===== src/rtl/seg_score_scanner_if.sv =====
// rtl/seg_score_scanner_if.sv - handshake/display bundle between game logic and the score scanner
interface seg_score_scanner_if #(
    parameter int VALUE_W = 14
);
    logic               scanTick;
    logic               valueLoad;
    logic [VALUE_W-1:0] value;
    logic               busy;
    logic [3:0]         an;
    logic [6:0]         seg;

    modport master (output scanTick, valueLoad, value, input busy, an, seg);
    modport slave  (input scanTick, valueLoad, value, output busy, an, seg);
endinterface


===== src/rtl/seg_score_scanner.sv =====
// rtl/seg_score_scanner.sv - binary score to BCD (sequential double-dabble) with 4-digit 7-seg scan
// Optional feature macro: LEADING_ZERO_BLANK_EN blanks leading-zero digits above the ones slot.
module seg_score_scanner #(
    parameter int VALUE_W   = 14,
    parameter int MAX_VALUE = 9999
) (
    input  logic               MasterClock,
    input  logic               Reset,
    seg_score_scanner_if.slave bus
);
    localparam int                 CNT_W     = $clog2(VALUE_W + 1);
    localparam logic [VALUE_W-1:0] MAX_V     = VALUE_W'(MAX_VALUE);
    localparam logic [CNT_W-1:0]   LAST_STEP = CNT_W'(VALUE_W - 1);

    typedef enum logic {S_IDLE, S_CONV} state_t;

    state_t             r_state;
    logic               r_busy;
    logic [VALUE_W-1:0] r_shift;
    logic [15:0]        r_bcd;
    logic [CNT_W-1:0]   r_cnt;
    logic               r_pend;
    logic [VALUE_W-1:0] r_pend_val;
    logic [15:0]        r_digits;
    logic [1:0]         r_idx;
    logic [3:0]         r_an;
    logic [6:0]         r_seg;

    logic [VALUE_W-1:0] w_load_val;
    logic [15:0]        w_bcd_adj;
    logic [15:0]        w_bcd_next;
    logic [VALUE_W-1:0] w_shift_next;
    logic [1:0]         w_idx_next;
    logic [3:0]         w_digit;
    logic               w_blank;

    function automatic logic [6:0] decode(input logic [3:0] d);
        case (d)
            4'd0:    decode = 7'b1000000;
            4'd1:    decode = 7'b1111001;
            4'd2:    decode = 7'b0100100;
            4'd3:    decode = 7'b0110000;
            4'd4:    decode = 7'b0011001;
            4'd5:    decode = 7'b0010010;
            4'd6:    decode = 7'b0000010;
            4'd7:    decode = 7'b1111000;
            4'd8:    decode = 7'b0000000;
            4'd9:    decode = 7'b0010000;
            default: decode = 7'b1111111;
        endcase
    endfunction

    assign w_load_val = (bus.value > MAX_V) ? MAX_V : bus.value;

    // Add-3 correction on every nibble >= 5, then shift the next binary bit in
    always_comb begin
        w_bcd_adj = '0;
        for (int i = 0; i < 4; i++) begin
            w_bcd_adj[i*4 +: 4] = (r_bcd[i*4 +: 4] >= 4'd5) ? r_bcd[i*4 +: 4] + 4'd3
                                                            : r_bcd[i*4 +: 4];
        end
    end

    assign w_bcd_next   = {w_bcd_adj[14:0], r_shift[VALUE_W-1]};
    assign w_shift_next = {r_shift[VALUE_W-2:0], 1'b0};

    assign w_idx_next = r_idx + 2'd1;
    assign w_digit    = r_digits[{w_idx_next, 2'b00} +: 4];

`ifdef LEADING_ZERO_BLANK_EN
    always_comb begin
        case (w_idx_next)
            2'd3:    w_blank = (r_digits[15:12] == 4'd0);
            2'd2:    w_blank = (r_digits[15:8]  == 8'd0);
            2'd1:    w_blank = (r_digits[15:4]  == 12'd0);
            default: w_blank = 1'b0;
        endcase
    end
`else
    assign w_blank = 1'b0;
`endif

    always_ff @(posedge MasterClock) begin
        if (Reset) begin
            r_state    <= S_IDLE;
            r_busy     <= 1'b0;
            r_shift    <= '0;
            r_bcd      <= '0;
            r_cnt      <= '0;
            r_pend     <= 1'b0;
            r_pend_val <= '0;
            r_digits   <= '0;
            r_idx      <= 2'd3;
            r_an       <= 4'b1111;
            r_seg      <= 7'b1111111;
        end else begin
            case (r_state)
                S_IDLE: begin
                    if (bus.valueLoad || r_pend) begin
                        r_shift <= bus.valueLoad ? w_load_val : r_pend_val;
                        r_bcd   <= '0;
                        r_cnt   <= LAST_STEP;
                        r_pend  <= 1'b0;
                        r_busy  <= 1'b1;
                        r_state <= S_CONV;
                    end
                end
                S_CONV: begin
                    r_shift <= w_shift_next;
                    r_bcd   <= w_bcd_next;
                    if (r_cnt == '0) begin
                        r_digits <= w_bcd_next;
                        // A load in the final cycle is newer than any pending value
                        if (bus.valueLoad || r_pend) begin
                            r_shift <= bus.valueLoad ? w_load_val : r_pend_val;
                            r_bcd   <= '0;
                            r_cnt   <= LAST_STEP;
                            r_pend  <= 1'b0;
                        end else begin
                            r_busy  <= 1'b0;
                            r_state <= S_IDLE;
                        end
                    end else begin
                        r_cnt <= r_cnt - CNT_W'(1);
                        if (bus.valueLoad) begin
                            r_pend     <= 1'b1;
                            r_pend_val <= w_load_val;
                        end
                    end
                end
                default: r_state <= S_IDLE;
            endcase

            if (bus.scanTick) begin
                r_idx <= w_idx_next;
                if (w_blank) begin
                    r_an  <= 4'b1111;
                    r_seg <= 7'b1111111;
                end else begin
                    r_an  <= ~(4'b0001 << w_idx_next);
                    r_seg <= decode(w_digit);
                end
            end
        end
    end

    assign bus.busy = r_busy;
    assign bus.an   = r_an;
    assign bus.seg  = r_seg;
endmodule

===== src/flat_wrapper.sv =====
// flat-port wrapper written by rule: the top's interface ports become plain ports
module seg_score_scanner_flat 
#(
    parameter int VALUE_W   = 14,
    parameter int MAX_VALUE = 9999
)
  (MasterClock, Reset, bus_scanTick, bus_valueLoad, bus_value, bus_busy, bus_an, bus_seg);
  seg_score_scanner_if #(.VALUE_W(VALUE_W)) bus_i ();
  input  logic MasterClock;
  input  logic Reset;
  input wire logic [$bits(bus_i.scanTick)-1:0] bus_scanTick;
  input wire logic [$bits(bus_i.valueLoad)-1:0] bus_valueLoad;
  input wire logic [$bits(bus_i.value)-1:0] bus_value;
  output wire logic [$bits(bus_i.busy)-1:0] bus_busy;
  output wire logic [$bits(bus_i.an)-1:0] bus_an;
  output wire logic [$bits(bus_i.seg)-1:0] bus_seg;
  assign bus_i.scanTick = bus_scanTick;
  assign bus_i.valueLoad = bus_valueLoad;
  assign bus_i.value = bus_value;
  assign bus_busy = bus_i.busy;
  assign bus_an = bus_i.an;
  assign bus_seg = bus_i.seg;
  seg_score_scanner #(.VALUE_W(VALUE_W), .MAX_VALUE(MAX_VALUE)) u_core (.MasterClock(MasterClock), .Reset(Reset), .bus(bus_i));
endmodule

===== config.mk =====
export PLATFORM = sky130hd
export DESIGN_NAME = seg_score_scanner_flat
export DESIGN_NICKNAME = d
export VERILOG_FILES = /design/src/rtl/seg_score_scanner_if.sv /design/src/rtl/seg_score_scanner.sv /design/src/flat_wrapper.sv
export SDC_FILE = /design/constraint.sdc
export NUM_CORES = 1
export LEC_CHECK = 0
export ABC_CLOCK_PERIOD_IN_PS = 3800
export BUFFER_PORTS_ARGS = -buffer_cell sky130_fd_sc_hd__buf_2
export CAP_MARGIN = 5
export CELL_PAD_IN_SITES_DETAIL_PLACEMENT = 1
export CELL_PAD_IN_SITES_GLOBAL_PLACEMENT = 2
export CORE_ASPECT_RATIO = 1.2
export CORE_UTILIZATION = 39
export DETAILED_ROUTE_END_ITERATION = 6
export GPL_TIMING_DRIVEN = 0
export PLACE_DENSITY = 0.89
export SYNTH_ARGS = -nofsm -noshare
export SYNTH_HDL_FRONTEND = slang
export SYNTH_SLANG_ARGS = --single-unit

===== constraint.sdc =====
create_clock -name MasterClock -period 3.8 [get_ports MasterClock]
set_input_delay 0.95 -clock MasterClock [delete_from_list [all_inputs] [get_ports MasterClock]]
set_output_delay 0.95 -clock MasterClock [all_outputs]
set_load 0.005 [all_outputs]

==> metrics.md, run 1 <==
| Metric | Value |
|---|---|
| Status | finished, final reports clean |
| Dpl cells | slightly above 600 |
| DR vias/cell | 5.55 |
| Detailed Route WL | approximately 10000 µm |
| First-pass GRT wire length | around 17000 µm |
| Dpl cell area | approximately 4200 µm² |
| Die span in y | ~110 µm |
| Die Width | roughly 93 µm |
| Final slew viol count | 0 |
| Synth top area share | 0.415 |
| WP depth | 10 |
| Multiplexer fraction of the synthesized cell area | 0.0480 |
| Critical path capture point type | register |
| Synth Area in XOR/XNOR | 0.0159 |
| Antenna violations before repair | 0 |
| Gate Count Post-Synth | 459 |
| Drt drc | 0 |
| CP top delay family | multiplexers |
| Drt initial violations | between 100 and 150 |
| Max_slew headroom | 0.472 |
| Syn_nets | between 400 and 500 |
| Antenna Violating Nets Remaining | 0 |
| Clk root buf | clkbuf_16 |
| Number of buffers created by CTS | 9 |
| Area leader, netlist | dfxtp_1 |
| EDFF count, synth | 0 |
| Final hold vios | 0 |
| Number of core rows | 39 |
| Crit start category | register |
| Global route total overflow | 0 |
| PostCTS Resize Cnt | 0 |
| Vias in the first global route | roughly 3600 |
| Worst setup path start | u_core.r_idx[0] |
| Largest family of logic cells by synthesized area | compound AO/OA/AOI/OAI gates |
| F_max | around 360 MHz |
| Sequential area share after synthesis | 0.415 |
| Core footprint | approximately 9600 µm² |
| Clock Skew | 3.80 ps |
| Yosys reg bits | 80 |
| Clock slew seen by the registers of the worst setup and hold paths | around 60 ps |
| Yosys warns | 0 |
| Worst-Skew Late Latency | 330 ps |
| Synth unique cells | 49 |
| Htree depth | 3 |
| WL per Instance | between 15 and 20 µm |
| I/O pins | 30 |
| Worst-path cell chain | clkbuf_2 -> inv_1 -> ha_1 -> buf_6 -> mux4_1 -> inv_1 -> ha_1 -> o21a_1 -> nor3_1 -> o21ai_0 |
| Max clock buf depth | 2 |
| Slew @ Worst Pin | about 780 ps |
| Worst path bufs/invs | 4 |
| Total vias in the final route | ~3500 |
| Number of max-cap violations | 0 |
| Finish-stage setup viols | 0 |
| GPL Wtd Cong | 0.760 |
| Crit path kind | reg -> reg |
| Layout cells sized above 1 | 0.120 |
| Async S/R FF share, synth | 0 |
| I/O Buffers | 28 |
| Worst Hold Class | reg -> reg |
| Min cycle time layout | roughly 2800 ps |
| Final net count | 534 |
| Simple-gate share of the synthesized area | 0.188 |
| # Post-CTS Setup Buffers | 0 |
| Worst reg2reg path startpoint | u_core.r_idx[0] |
| TritonCTS clock tree | built |
| Largest cells by area after synthesis | dfxtp_1 (41%), a21oi_1 (6.1%), nor2_1 (6.0%) |
| Main synth FF type | dfxtp_1 |
| Fin crit share | 0.725 |
| Starting Density | 0.404 |
| VDD IR max | between 0.2 and 0.25 mV |
| Leakage Power | roughly 0.0017 µW |
| Post-Layout Cell Count | about 630 |
| Synth Area in Adders | 0.0583 |
| Worst R2R Path Depth | 10 |
| Hold-fix buffers, CTS | 0 |
| TritonRoute pass-1 iters | 4 |
| Worst path slowest cell | mux4_1 |
| Antenna diodes | 0 |
| Synth Area per Inst | around 8.4 µm² |
| DIE AREA | between 10000 and 15000 µm² |
| WP data required | around 4000 ps |
| Setup Total Neg Slack | 0 ps |
| Cell Pwr Density | ~460 nW/µm² |
| DP HPWL | between 7000 and 8000 µm |
| Critical path destination | u_core.bus.seg[1] |
| Largest stage delay on the critical path | approximately 630 ps |
| Num Clock Sinks | 80 |
| Arrival time at the worst endpoint | around 2900 ps |
| R2r setup slk | roughly 1000 ps |
| Unrepaired setup endpoints after global routing | false |
| Crit Path Max Fanout | 6 |
| Area Overhead vs Synth | 14.5% |
| GRT Total Usage | 0.214 |
| Largest net degree at the start of global routing | 12 |
| Compound-gate portion of the synthesized area | 0.225 |
| Worst r2r dst | u_core.bus.seg[1] |
| Mapped cell area | 3860 µm² |
| Post-Layout Inst Area | roughly 4400 µm² |
[where the power goes]
group	total [µW]	internal, µW	switching (µW)
Sequential	925	892	33.9
Clock	803	476	327
Combinational	293	113	180
[final cells by class]
type | instances | area, µm²
sequential | 80 | 1600
fill | 1204 | 5140
inverter | 19 | 71.3
timing repair buffer | 28 | 140
buffer | 26 | 123
multi-input combinational | 334 | 2070
tap | 123 | 154
clock buffer | 15 | 268
[synth_stat cells, types with 5 or more instances]
cell / number
inv_1: 18
nor2_1: 62
o21ai_0: 38
o211ai_1: 6
mux2i_1: 5
dfxtp_1: 80
ha_1: 18
clkbuf_1: 18
a21oi_1: 47
xnor2_1: 7
a311oi_1: 5
a22oi_1: 15
nor3_1: 9
nand2b_1: 13
nand2_1: 50
a211oi_1: 5
[worst min-delay path, stage by stage, from the launching register on]
cell and delay (ps):
dfxtp_1 310, nand2_1 50, a21oi_1 50
[state kept, by name, indices dropped and copies added (netlist names)]
name,cells
u_core.r_bcd,16
u_core.r_digits,16
u_core.r_pend_val,14
u_core.r_shift,14
u_core.bus.seg,7
u_core.bus.an,4
u_core.r_cnt,4
u_core.r_idx,2
u_core.bus.busy,1
u_core.r_pend,1
u_core.r_state,1
[layout by cell type (no fill, tap or decap), types with 2 or more instances in the layout]
master,n
nand2b_1,13
o221ai_1,3
a22oi_1,15
clkbuf_8,2
o221a_2,4
mux4_2,3
clkbuf_16,9
nor4_1,2
nor3b_1,3
a211oi_1,5
mux2i_1,5
a311oi_1,5
nor2_1,62
a222oi_1,4
o211ai_1,6
buf_6,2
buf_2,32
a21oi_1,47
inv_1,18
and3_1,3
o21ai_0,38
nor3_1,9
nand3_1,4
mux4_1,2
nand2_1,50
a2bb2oi_1,2
xnor2_1,7
clkbuf_1,22
nor2b_1,4
ha_1,18
o21a_1,4
dfxtp_1,80
[per-stage QoR]
stage	util	hold slack, ps	power (µW)	setup WS, ps
final	0.462	461	2020	1050
after global routing	0.462	486	2120	849
after CTS	0.462	457	2040	1020
after detailed placement	0.434	449	1240	1040
after global placement	0.434	444	1230	1140
after floorplan	-	429	1140	1360
[cell families (layout without fill, tap and decap cells)]
family                     after synthesis  in the layout
buffers and inverters                   45             88
muxes                                   11             11
AOI/OAI and AO/OA                      139            139
xor gates and xnor gates                 7              7
adders and majority gates               18             18
DFF                                     80             80
and+or+nand+nor                        159            159
[how the worst min path moves through the flow]
stage	start	endpoint	slack [ps]	cells past startpoint
CTS	u_core.r_digits[8]	u_core.r_digits[8]	460	2
global placement	u_core.r_digits[0]	u_core.r_digits[0]	440	2
finish	u_core.r_digits[8]	u_core.r_digits[8]	460	2
global route	u_core.bus.seg[2]	u_core.bus.seg[2]	490	2
floorplan	u_core.r_shift[0]	u_core.r_shift[0]	430	2
detailed placement	u_core.r_digits[8]	u_core.r_digits[8]	450	2
[per-layer routing]
layer / vias up / routed length, µm / track usage
li1: 1702 / - / -
met1: 1696 / 4300 / 0.229
met2: 54 / 5700 / 0.414
met3: 14 / 243 / 0.0343
met4: 0 / 159 / 0.0718
met5: - / 0 / 0
(Power assumes the default switching activity.)
==> inputs of run 2 (changes only) <==
--- a/config.mk
+++ b/config.mk
@@ -5,16 +5,16 @@
 export SDC_FILE = /design/constraint.sdc
 export NUM_CORES = 1
 export LEC_CHECK = 0
-export ABC_CLOCK_PERIOD_IN_PS = 3800
+export ABC_CLOCK_PERIOD_IN_PS = 2500
 export BUFFER_PORTS_ARGS = -buffer_cell sky130_fd_sc_hd__buf_2
 export CAP_MARGIN = 5
 export CELL_PAD_IN_SITES_DETAIL_PLACEMENT = 1
 export CELL_PAD_IN_SITES_GLOBAL_PLACEMENT = 2
 export CORE_ASPECT_RATIO = 1.2
-export CORE_UTILIZATION = 39
+export CORE_UTILIZATION = 33
 export DETAILED_ROUTE_END_ITERATION = 6
 export GPL_TIMING_DRIVEN = 0
-export PLACE_DENSITY = 0.89
+export PLACE_DENSITY = 0.81
 export SYNTH_ARGS = -nofsm -noshare
 export SYNTH_HDL_FRONTEND = slang
 export SYNTH_SLANG_ARGS = --single-unit
==> constraint.sdc (replaced) <==
create_clock -name MasterClock -period 2.5 [get_ports MasterClock]
set_input_delay 0.625 -clock MasterClock [delete_from_list [all_inputs] [get_ports MasterClock]]
set_output_delay 0.625 -clock MasterClock [all_outputs]
set_load 0.005 [all_outputs]
==> run 2 against run 1 <==
Sequential share of layout area shrank 1.1 points. Global-route usage shrank 3.0 points. Die area grew 18%. Register-to-register slack lost 960 ps. Clock skew is essentially flat. Worst setup slack lost 960 ps. Critical endpoint is now u_core.bus.seg[3].
==> metrics.md, run 2 (synthesis results as in run 1) <==
| Metric | Value |
|---|---|
| Core footprint | around 11000 µm² |
| Arrival time at the worst endpoint | 2620 ps |
| WP data required | around 2700 ps |
| Largest stage delay on the critical path | 520 ps |
| Pre-CTS WS | -193 ps |
| GPL Wtd Cong | 0.765 |
| Tot Pwr | between 3000 and 4000 µW |
| Area Overhead vs Synth | 18.7% |
| Slew @ Worst Pin | between 600 and 700 ps |
| Post-Layout Cell Count | about 660 |
| Number of core rows | 42 |
| Worst path slowest cell | mux4_2 |
| Antenna violations before repair | 0 |
| Dpl cell area | 4190 µm² |
| Die span in y | approximately 120 µm |
| WL per Instance | about 16 µm |
| Crit start category | register |
| Min cycle time layout | approximately 2400 ps |
| VDD IR max | ~0.34 mV |
| DR vias/cell | ~5.2 |
| Cell Pwr Density | approximately 720 nW/µm² |
| Clock Skew | 4.14 ps |
| Status | finished, final reports clean |
| Worst Slack Setup Final | roughly 90 ps |
| I/O Buffers | 28 |
| Total vias in the final route | 3451 |
| Antenna diodes | 0 |
| DP HPWL | just under 8000 µm |
| Global route total overflow | 0 |
| Max_slew headroom | 0.576 |
| Starting Density | 0.345 |
| TritonCTS clock tree | built |
| Clk root buf | clkbuf_16 |
| Setup Total Neg Slack | 0 ps |
| Layout cells sized above 1 | 0.152 |
| Worst Hold Class | reg -> reg |
| TritonRoute pass-1 iters | 4 |
| Fin crit share | 0.964 |
| Antenna Violating Nets Remaining | 0 |
| Hold-fix buffers, CTS | 0 |
| I/O pins | 30 |
| Drt initial violations | 127 |
| Drt drc | 0 |
| Crit Path Max Fanout | 6 |
| Largest net degree at the start of global routing | 13 |
| Number of buffers created by CTS | 9 |
| Htree depth | 3 |
| Worst-path cell chain | inv_1 -> ha_4 -> buf_6 -> mux4_2 -> buf_4 -> ha_1 -> mux2_4 -> nor4_4 -> a21oi_1 |
| GRT Total Usage | 0.184 |
| Worst-Skew Late Latency | about 340 ps |
| DIE AREA | 12100 µm² |
| Clock slew seen by the registers of the worst setup and hold paths | around 60 ps |
| Final slew viol count | 0 |
| Number of max-cap violations | 0 |
| Most frequent cells in the layout | dfxtp_1 (78), nor2_1 (62), nand2_1 (50) |
| First-pass GRT wire length | around 17000 µm |
| Detailed Route WL | between 10000 and 15000 µm |
| Leakage Power | between 0.0015 and 0.002 µW |
| Biggest regs | u_core.r_bcd (16), u_core.r_digits (16) |
| Vias in the first global route | 3460 |
| Die Width | 101 µm |
| F_max | 415 MHz |
| Finish-stage setup viols | 0 |
| Final net count | 540 |
| Critical path capture point type | register |
| Dpl cells | 641 |
| Crit path kind | reg -> reg |
| Final hold vios | 0 |
| Num Clock Sinks | 80 |
| Commonest non-fill, non-tap cell in the layout | dfxtp_1 |
| Post-Layout Inst Area | roughly 4600 µm² |
| Max clock buf depth | 2 |
run 2: cell types whose count changed in the layout (fill, tap and decap cells not counted), moves of 2 or more:
cell       change
bufinv_16      +2
inv_2          +3
inv_1          -3
buf_4          +7
o21ai_0        -2
o21ai_1        +2
dfxtp_1        -2
clkbuf_1       -3
run 2: per-layer routing:
layer / wire length, µm / vias to the layer above / global-route usage / part of all wire
met5: 0 / - / 0 / 0
met4: 195 / 0 / 0.0679 / 0.019
met3: 248 / 13 / 0.0295 / 0.024
met2: 5580 / 53 / 0.346 / 0.53
met1: 4470 / 1671 / 0.206 / 0.43
li1: - / 1714 / - / -
run 2: timing repair:
item,4_1_cts,5_1_grt
pin swaps,0,2
gates resized for setup,6,7
buffers inserted,2,5
setup endpoints to repair,6,9
run 2: power by group:
group	switching (µW)	leakage [µW]	internal, µW
clock network	521	0.000159	922
registers	53.8	0.000654	1360
logic	275	0.000917	183
total	850	0.00173	2460
run 2: layout make-up:
cell class | instances | area (µm²)
clock inverter | 3 | 65.1
clock buffer | 12 | 256
fill | 1348 | 6610
tap | 154 | 193
sequential | 80 | 1610
timing repair buffer | 35 | 193
multi-input combinational | 334 | 2080
inverter | 19 | 71.3
buffer | 25 | 118
run 2: worst max-delay path, delay by kind of cell, from the launching register on:
family	cells	cell delay [ps]
buffers and inverters	3	380
adder cells (fa/ha/maj)	2	460
AO/OA/AOI/OAI	1	70
multiplexers	2	800
AND/OR/NAND/NOR	1	240
flip-flops	1	340
run 2: final timing paths:
check	from	end	slack (ps)	depth (start not counted)
max	u_core.r_idx[1]	u_core.bus.seg[3]	90	9
min	u_core.r_digits[8]	u_core.r_digits[8]	460	2
max reg2reg	u_core.r_idx[1]	u_core.bus.seg[3]	90	9
min reg2reg	u_core.r_digits[8]	u_core.r_digits[8]	460	2
run 2: per-stage QoR:
| stage | utilization | hold WS (ps) |
|---|---|---|
| 6_report | 0.409 | 456 |
| 5_1_grt | 0.409 | 475 |
| 4_1_cts | 0.405 | 457 |
| 3_5_place_dp | 0.375 | 450 |
| 3_3_place_gp | 0.375 | 438 |
| 2_1_floorplan | - | 429 |
==> inputs of run 3 (changes only) <==
--- a/config.mk
+++ b/config.mk
@@ -11,10 +11,11 @@
 export CELL_PAD_IN_SITES_DETAIL_PLACEMENT = 1
 export CELL_PAD_IN_SITES_GLOBAL_PLACEMENT = 2
 export CORE_ASPECT_RATIO = 1.2
-export CORE_UTILIZATION = 33
+export CORE_UTILIZATION = 34
+export CTS_BUF_LIST = sky130_fd_sc_hd__clkbuf_4 sky130_fd_sc_hd__clkbuf_8
 export DETAILED_ROUTE_END_ITERATION = 6
 export GPL_TIMING_DRIVEN = 0
-export PLACE_DENSITY = 0.81
+export PLACE_DENSITY = 0.83
 export SYNTH_ARGS = -nofsm -noshare
 export SYNTH_HDL_FRONTEND = slang
 export SYNTH_SLANG_ARGS = --single-unit
==> run 3 against run 2 <==
Register-to-register slack is essentially flat. Largest power group is now sequential cells. Die area shrank 2.9%. Highest routed layer unchanged. Count of clock-buffer cells in the layout grew 2. Core utilization shrank 0.75 points.
==> metrics.md, run 3 (synthesis results as in run 1) <==
| Metric | Value |
|---|---|
| Highest routed metal layer | met4 |
| Post-Layout Inst Area | between 4000 and 5000 µm² |
| Met1 WL | about 4300 µm |
| Slew @ Worst Pin | around 610 ps |
| Worst r2r dst | u_core.bus.seg[0] |
| Drt initial violations | between 100 and 150 |
| Worst Slack Setup Final | just over 90 ps |
| DR vias/cell | ~5.4 |
| First-pass GRT wire length | about 18000 µm |
| Detailed Route WL | 10700 µm |
| Worst hold stages | 2 |
| DP HPWL | between 7000 and 8000 µm |
| Routed wl met2 | 5770 µm |
| HP Start | u_core.r_pend_val[12] |
| Pre-CTS WS | -234 ps |
| Htree depth | 3 |
| Worst path slowest cell | mux4_2 |
| Post-Route Utilization | 0.402 |
| Total vias in the final route | approximately 3500 |
| Cell Pwr Density | between 600 and 700 nW/µm² |
| Leakage Power | roughly 0.0017 µW |
| F_max | 415 MHz |
| Crit path kind | reg -> reg |
| Antenna diodes | 0 |
| Area Overhead vs Synth | 14.8% |
| Largest net degree at the start of global routing | 12 |
| Most frequent cells in the layout | dfxtp_1 (79), nor2_1 (62), nand2_1 (50) |
| Core footprint | 11000 µm² |
| Vias in the first global route | 3557 |
| Biggest regs | u_core.r_bcd (16), u_core.r_digits (16) |
| Crit Path Max Fanout | 6 |
| Num Clock Sinks | 80 |
| Min cycle time layout | 2410 ps |
| Max_slew headroom | 0.595 |
| Final slew viol count | 0 |
| Critical path capture point type | register |
| Hold_ws | between 400 and 500 ps |
| Fraction of power spent switching nets | 0.283 |
| Clk root buf | clkbuf_8 |
| Clock slew seen by the registers of the worst setup and hold paths | 80 ps |
| Fillcell total | 1350 |
| Crit start category | register |
| Arrival time at the worst endpoint | roughly 2700 ps |
| Die Width | approximately 100 µm |
| Number of buffers created by CTS | 9 |
| VDD IR max | around 0.24 mV |
| Antenna Violating Nets Remaining | 0 |
| Starting Density | 0.350 |
| Max clock buf depth | 2 |
| Hold-critical path endpoint | u_core.r_pend_val[12] |
| Worst-path cell chain | buf_8 -> clkinvlp_4 -> ha_4 -> mux4_2 -> ha_2 -> mux2_4 -> nor4_4 -> a21oi_1 |
| Antenna violations before repair | 0 |
| Commonest non-fill, non-tap cell in the layout | dfxtp_1 |
| Final hold vios | 0 |
| Clk pwr share | 0.328 |
| Number of max-cap violations | 0 |
| Number of core rows | 42 |
| TritonCTS clock tree | built |
| Net Switching | 788 µW |
| DIE AREA | 11800 µm² |
| TritonRoute pass-1 iters | 5 |
| Clock Skew | 8.73 ps |
| Seq pwr share | 0.506 |
| Drt drc | 0 |
| Worst reg2reg path startpoint | u_core.r_idx[0] |
| GRT Total Usage | 0.191 |
| Hold-fix buffers, CTS | 0 |
| Routed length on met3 | ~420 µm |
| WL per Instance | 16.6 µm |
| P_int | approximately 2000 µW |
| Worst-Skew Late Latency | between 300 and 400 ps |
| Global route total overflow | 0 |
| Status | finished, final reports clean |
| WP data required | between 2000 and 3000 ps |
| Tot Pwr | around 2800 µW |
| R2r setup slk | a little over 90 ps |
| Finish-stage setup viols | 0 |
| Dpl cell area | 4170 µm² |
| Final net count | about 540 |
| Largest stage delay on the critical path | 560 ps |
| I/O pins | 30 |
| I/O Buffers | 28 |
| Layout cells sized above 1 | 0.155 |
| Die span in y | ~120 µm |
| Worst Hold Class | reg -> reg |
| Worst R2R Path Depth | 8 |
| Comb power frac | 0.166 |
| Fin crit share | 0.964 |
| GPL Wtd Cong | between 0.7 and 0.8 |
[run 3: changes by cell type in the layout (fill, tap and decap cells not counted), sizes merged]
cell,previous run,this run
buf,42,44
bufinv,2,0
clkbuf,30,32
clkinv,2,1
clkinvlp,0,1
inv,18,17
[run 3: layout make-up]
class | instances | area (µm²) | area share
Inverter | 19 | 75.1 | 0.0169
Timing Repair Buffer | 37 | 208 | 0.0468
Clock buffer | 14 | 180 | 0.0406
Multi-Input combinational cell | 334 | 2080 | 0.470
Tap cell | 132 | 165 | 0.0372
Buffer | 25 | 121 | 0.0274
Sequential cell | 80 | 1600 | 0.361
[run 3: how the worst max path moves through the flow]
stage,cells past startpoint,startpoint,to
final,8,u_core.r_idx[0],u_core.bus.seg[0]
after global routing,8,u_core.r_idx[0],u_core.bus.seg[0]
after CTS,10,u_core.r_idx[0],u_core.bus.seg[1]
after detailed placement,10,u_core.r_idx[0],u_core.bus.seg[1]
after global placement,10,u_core.r_idx[0],u_core.bus.seg[1]
after floorplan,10,u_core.r_idx[0],u_core.bus.seg[1]
[run 3: power by group through the flow]
stage	logic, µW	clock network [µW]	registers [µW]
final	461	912	1410
after CTS	457	938	1410
after detailed placement	448	0	1430
after floorplan	312	0	1420
after global placement	436	0	1430
after global routing	518	996	1420
[run 3: layer usage]
metal  GRT usage  up-vias
met3      0.0455       10
met5           0        -
met1       0.207     1665
met2       0.363       65
li1            -     1718
met4      0.0561        0
[run 3: critical path: cells and delay by family, from the launching register on]
family,cells,cell delay (ps)
and+or+nand+nor,1,250
buffers and inverters,2,240
muxes,2,830
AOI/OAI and AO/OA,1,60
DFF,1,360
adders and majority gates,2,530
[run 3: per-stage QoR]
| step | instances | TNS (ps) |
|---|---|---|
| 3_3_place_gp | 619 | -345 |
| 2_1_floorplan | 459 | 0 |
| 3_5_place_dp | 619 | -621 |
| 5_1_grt | 641 | -28.3 |
| 6_report | 641 | 0 |
| 4_1_cts | 636 | 0 |
[run 3: timing repair]
action / CTS / global route
resized for setup: 6 / 8
endpoints found under the setup margin: 7 / 11
setup buffers: 3 / 6
pin swaps: 0 / 2
cloned: 0 / 0
